File: config.mk
export PLATFORM = sky130hd
export DESIGN_NAME = axi_drain_gate
export DESIGN_NICKNAME = d
export VERILOG_FILES = /design/src/rtl/axi_drain_gate_pkg.sv /design/src/rtl/axi_drain_gate_outstanding_cnt.sv /design/src/rtl/axi_drain_gate.sv
export SDC_FILE = /design/constraint.sdc
export NUM_CORES = 1
export LEC_CHECK = 0
export ABC_AREA = 1
export CAP_MARGIN = 25
export CELL_PAD_IN_SITES_DETAIL_PLACEMENT = 1
export CELL_PAD_IN_SITES_GLOBAL_PLACEMENT = 1
export CORE_AREA = 2 2 254 256
export CTS_BUF_LIST = sky130_fd_sc_hd__clkbuf_4 sky130_fd_sc_hd__clkbuf_8
export DETAILED_ROUTE_END_ITERATION = 8
export DIE_AREA = 0 0 256 258
export DONT_BUFFER_PORTS = 1
export GPL_TIMING_DRIVEN = 1
export HOLD_SLACK_MARGIN = 0.05
export PLACE_DENSITY_LB_ADDON = 0.1
export SYNTH_ARGS = -nofsm -noshare
export SYNTH_HDL_FRONTEND = slang
export SYNTH_SLANG_ARGS = --single-unit
File: constraint.sdc
create_clock -name clk_i -period 2.9 [get_ports clk_i]
set_input_delay 0.725 -clock clk_i [delete_from_list [all_inputs] [get_ports clk_i]]
set_output_delay 0.725 -clock clk_i [all_outputs]
set_load 0.05 [all_outputs]
File: src/rtl/axi_drain_gate_pkg.sv
// Shared types for the AXI drain gate: the AXI channel/bus structs and the gate FSM state.
package ariane_axi;

  localparam int unsigned IdWidth   = 4;
  localparam int unsigned AddrWidth = 64;
  localparam int unsigned DataWidth = 64;
  localparam int unsigned StrbWidth = DataWidth / 8;

  typedef logic [IdWidth-1:0]   id_t;
  typedef logic [AddrWidth-1:0] addr_t;
  typedef logic [DataWidth-1:0] data_t;
  typedef logic [StrbWidth-1:0] strb_t;

  typedef struct packed {
    id_t        id;
    addr_t      addr;
    logic [7:0] len;
    logic [2:0] size;
    logic [1:0] burst;
  } ax_chan_t;

  typedef struct packed {
    data_t data;
    strb_t strb;
    logic  last;
  } w_chan_t;

  typedef struct packed {
    id_t        id;
    logic [1:0] resp;
  } b_chan_t;

  typedef struct packed {
    id_t        id;
    data_t      data;
    logic [1:0] resp;
    logic       last;
  } r_chan_t;

  typedef struct packed {
    ax_chan_t aw;
    logic     aw_valid;
    w_chan_t  w;
    logic     w_valid;
    logic     b_ready;
    ax_chan_t ar;
    logic     ar_valid;
    logic     r_ready;
  } req_t;

  typedef struct packed {
    logic    aw_ready;
    logic    ar_ready;
    logic    w_ready;
    logic    b_valid;
    b_chan_t b;
    logic    r_valid;
    r_chan_t r;
  } resp_t;

endpackage

package std_cache_pkg;

  typedef enum logic [1:0] {
    RUN    = 2'd0,
    DRAIN  = 2'd1,
    HALTED = 2'd2
  } axi_gate_state_e;

endpackage

File: src/rtl/axi_drain_gate_outstanding_cnt.sv
// Up/down counter of in-flight bursts; a lone decrement at zero holds and flags underflow.
module outstanding_cnt #(
  parameter int unsigned MaxOutstanding = 8,
  parameter int unsigned CntWidth       = $clog2(MaxOutstanding + 1)
) (
  input  logic                clk_i,
  input  logic                rst_i,
  input  logic                inc,
  input  logic                dec,
  output logic [CntWidth-1:0] cnt,
  output logic                at_max,
  output logic                underflow
);

  logic [CntWidth-1:0] cnt_q;

  always_ff @(posedge clk_i) begin
    if (rst_i) begin
      cnt_q <= '0;
    end else if (inc && !dec) begin
      cnt_q <= cnt_q + CntWidth'(1);
    end else if (dec && !inc && (cnt_q != '0)) begin
      cnt_q <= cnt_q - CntWidth'(1);
    end
  end

  assign cnt       = cnt_q;
  assign at_max    = (cnt_q == CntWidth'(MaxOutstanding));
  assign underflow = dec & ~inc & (cnt_q == '0);

endmodule

File: src/rtl/axi_drain_gate.sv
// AXI gate that stops new AR/AW on stall, drains in-flight bursts, then reports halted.
module axi_drain_gate
  import ariane_axi::*;
  import std_cache_pkg::*;
#(
  parameter int unsigned MaxOutstanding = 8,
  parameter int unsigned CntWidth       = $clog2(MaxOutstanding + 1)
) (
  input  logic                clk_i,
  input  logic                rst_i,
  input  logic                stall_i,
  input  req_t                slv_req_i,
  output resp_t               slv_resp_o,
  output req_t                mst_req_o,
  input  resp_t               mst_resp_i,
  output logic                busy_o,
  output logic                halted_o,
  output logic [CntWidth-1:0] rd_cnt_o,
  output logic [CntWidth-1:0] wr_cnt_o,
  output logic                err_o
);

  axi_gate_state_e state_q, state_d;
  logic            halted_q;
  logic            ar_pend_q, aw_pend_q;
  logic            ar_block, aw_block;
  logic            err_q;
  logic            ar_hs, aw_hs, r_last_hs, b_hs;
  logic            rd_at_max, wr_at_max, rd_underflow, wr_underflow;

  // Pass-through with only the address-channel valid/ready gated.
  always_comb begin
    mst_req_o           = slv_req_i;
    mst_req_o.ar_valid  = slv_req_i.ar_valid & ~ar_block;
    mst_req_o.aw_valid  = slv_req_i.aw_valid & ~aw_block;
    slv_resp_o          = mst_resp_i;
    slv_resp_o.ar_ready = mst_resp_i.ar_ready & ~ar_block;
    slv_resp_o.aw_ready = mst_resp_i.aw_ready & ~aw_block;
  end

  assign ar_hs     = mst_req_o.ar_valid & mst_resp_i.ar_ready;
  assign aw_hs     = mst_req_o.aw_valid & mst_resp_i.aw_ready;
  assign r_last_hs = mst_resp_i.r_valid & slv_req_i.r_ready & mst_resp_i.r.last;
  assign b_hs      = mst_resp_i.b_valid & slv_req_i.b_ready;

  outstanding_cnt #(
    .MaxOutstanding(MaxOutstanding),
    .CntWidth      (CntWidth)
  ) u_rd_cnt (
    .clk_i    (clk_i),
    .rst_i    (rst_i),
    .inc      (ar_hs),
    .dec      (r_last_hs),
    .cnt      (rd_cnt_o),
    .at_max   (rd_at_max),
    .underflow(rd_underflow)
  );

  outstanding_cnt #(
    .MaxOutstanding(MaxOutstanding),
    .CntWidth      (CntWidth)
  ) u_wr_cnt (
    .clk_i    (clk_i),
    .rst_i    (rst_i),
    .inc      (aw_hs),
    .dec      (b_hs),
    .cnt      (wr_cnt_o),
    .at_max   (wr_at_max),
    .underflow(wr_underflow)
  );

  // A forwarded but not yet accepted valid keeps its channel open until the handshake.
  always_ff @(posedge clk_i) begin
    if (rst_i) begin
      ar_pend_q <= 1'b0;
      aw_pend_q <= 1'b0;
      err_q     <= 1'b0;
    end else begin
      ar_pend_q <= mst_req_o.ar_valid & ~mst_resp_i.ar_ready;
      aw_pend_q <= mst_req_o.aw_valid & ~mst_resp_i.aw_ready;
      if (rd_underflow || wr_underflow) begin
        err_q <= 1'b1;
      end
    end
  end

  assign busy_o = (rd_cnt_o != '0) | (wr_cnt_o != '0) | ar_pend_q | aw_pend_q;
  assign err_o  = err_q;

  always_ff @(posedge clk_i) begin
    if (rst_i) begin
      state_q  <= RUN;
      halted_q <= 1'b0;
    end else begin
      state_q  <= state_d;
      halted_q <= (state_d == HALTED);
    end
  end

  always_comb begin
    state_d = state_q;
    unique case (state_q)
      RUN: begin
        if (stall_i) state_d = DRAIN;
      end
      DRAIN: begin
        if (!stall_i)     state_d = RUN;
        else if (!busy_o) state_d = HALTED;
      end
      HALTED: begin
        if (!stall_i) state_d = RUN;
      end
      default: state_d = RUN;
    endcase
  end

  always_comb begin
    ar_block = ((state_q != RUN) | rd_at_max) & ~ar_pend_q;
    aw_block = ((state_q != RUN) | wr_at_max) & ~aw_pend_q;
  end

  assign halted_o = halted_q;

endmodule

==> reports/summary.txt <==
vias in the first global route: 1610
Flop pwr share: 27.1%
max_slew headroom: 52.10%
status: finished, final reports clean
Port Buffer Count: 0
die height: 258 um
Inserted Clock Buffers: 3
drt first pass iters: 2
Fin. Hold Viols: 0
min Tclk post-route: 2.455 ns
largest net degree at the start of global routing: 11
Inst Count DP: 993
post-synthesis async set-or-reset flop share: 0%
Hold WC Path Type: in -> reg
synthesized netlist cell count: 444
core area: 63650 um^2
CTS tree: done
Synth top cells by count: buf_4 (318), nand2_1 (23), inv_1 (20)
area grow syn2layout: -35.22%
Worst EP required: 2.17 ns
initial antenna violation count: 1
Clk pin slew, worst setup/hold paths: 0.09 ns
row cnt: 93
drt drc: 0
clk_skew: 0.01069 ns
Tcrit/Tclk final: 84.67%
Tot GR Track Use: 3.656%
switching power: 455.2 uW
DRT antenna net count: 0
Final setup viols: 0
CTS root buf: clkbuf_8
Leakage: 0.0005404 uW
Mapped Nets: 775
Crit Path Category: reg -> out
first-pass GRT wire length: 15590 um
Hold Buf Count CTS: 0
non-filler cells, final: 998
most common cell in the netlist: buf_4
clock latency on the worst-skew pair: 0.28 ns
starting density of the core: 5.219%
Nets: 474
synth top area cells: buf_4 (72%), dfxtp_1 (8.4%), nand2_1 (2.6%)
I/O pins: 658
fin. max-slew vios: 0
Die Area: 66050 um^2
post-DP HPWL: 10650 um
CP Max Fanout: 3
EDFF count, synth: 0
Routed wire per std cell: 12.53 um
post-synth top area share: 71.86%
Vias/cell: 1.387
RD Place Congestion: 0.5704
FMAX: 407.3 MHz
Netlist cell types: 26
Synth Warn #: 0
number of max-cap violations: 0
Synth Area per Inst: 7.482 um^2
Max rail drop VDD: 110.4 uV
Power Density: 421.3 nW/um^2
Main synth FF type: dfxtp_1
Bufs on Longest Clock Path: 2
RSZ-0062 raised after global routing: no
combinational share of power: 47.3%
synthesized flop and latch total: 14
via count: 1384
post-CTS sizing: 0
Post-CTS Setup Bufs: 0
Sw Ratio: 50.20%
layout cells sized above 1: 27.46%
Int Power: 451.5 uW
register area share after synthesis: 8.437%
CP arrival: 1.73 ns
die width: 256 um
H-tree level count: 1
clock sinks: 14
setup tns final: 0 ns
grt ovf: 0
Yosys top cell by area: buf_4
drt total wl: 12500 um
critical path endpoint category: output port
Worst-Margin Slew: 0.7185 ns
cell area after synthesis: 3322 um^2
Startpoint Class: register
number of DRC markers in iteration 0: 37
Clock Power Share: 25.6%
## power by group through the flow
stage / combinational (uW) / sequential (uW) / clock, uW
2_1_floorplan: 1410 / 313 / 0
3_3_place_gp: 455 / 255 / 0
3_5_place_dp: 454 / 254 / 0
4_1_cts: 456 / 250 / 266
5_1_grt: 486 / 253 / 268
6_report: 429 / 246 / 232
## area by class of cell
cell class                      count  area [um^2]
Tap cell                          855         1070
Sequential cell                    14        280.3
Antenna cell                        1        2.502
Multi-Input combinational cell     89        568.0
Fill cell                        7644        61500
Inverter                           23        86.33
Timing Repair Buffer               12        90.09
Clock buffer                        4        55.05
## worst paths after layout
check / endpoint / from / slack (ns) / depth (start not counted)
max: busy_o / u_rd_cnt.cnt[3]$_SDFFE_PP0P_ / 0.44 / 6
min: u_rd_cnt.cnt[2]$_SDFFE_PP0P_ / rst_i / 0.50 / 1
max reg2reg: u_wr_cnt.cnt[3]$_SDFFE_PP0P_ / u_wr_cnt.cnt[2]$_SDFFE_PP0P_ / 0.60 / 13
min reg2reg: state_q[1]$_SDFF_PP0_ / state_q[0]$_SDFF_PP0_ / 0.56 / 1
## placed cells by master, fill, tap and decap left out, types with 3 or more instances in the layout
cell type  synthesis  final
nand4_1            5      5
inv_1             20     20
dfxtp_1           14     14
ha_1               4      4
o21ai_0            5      5
nand3_2            6      6
clkbuf_8           0      4
nand2_2            4      4
a21oi_1            4      4
nand3_1            3      3
buf_4            318     12
nand2_1           23     23
nor2_1            15     15
## flip-flops by register name, indices dropped and copies added (netlist names)
register      cells
u_rd_cnt.cnt      4
aw_pend_q         1
halted_o          1
state_q           2
err_o             1
ar_pend_q         1
u_wr_cnt.cnt      4
## metal layers
| metal | routed length [um] | GRT usage, % |
|---|---|---|
| met1 | 3368 | 2.662 |
| met2 | 5378 | 5.254 |
| met3 | 2560 | 3.534 |
| met4 | 1195 | 3.980 |
| met5 | 0 | 0 |
## cell families (layout without fill, tap and decap cells)
group	after synthesis	after routing	synth area share (%)
AO/OA/AOI/OAI	16	16	3.051
XOR/XNOR	2	2	0.5274
adder cells (fa/ha/maj)	6	6	2.712
buffers and inverters	341	39	74.46
flip-flops	14	14	8.437
other	0	1	0
AND/OR/NAND/NOR	65	65	10.81
## stage by stage
step,setup slack (ns),instance area [um^2],hold slack (ns),utilization (%),power [uW]
floorplan,0.05913,3322,0.5145,-,1719
global placement,0.4433,2095,0.5369,3.291,709.5
detailed placement,0.4310,2095,0.5494,3.291,708.6
CTS,0.3398,2150,0.4715,3.377,971.7
global route,0.2491,2152,0.4668,3.381,1007
finish,0.4447,2152,0.5020,3.381,906.6
## critical path, stage by stage, from the launching register on
cell	delay [ns]
dfxtp_1	0.33
buf_4	0.20
nor2_1	0.11
nand2_1	0.10
inv_1	0.23
nand4_1	0.21
buf_4	0.26
No activity file was read; power rests on OpenSTA's default activity.
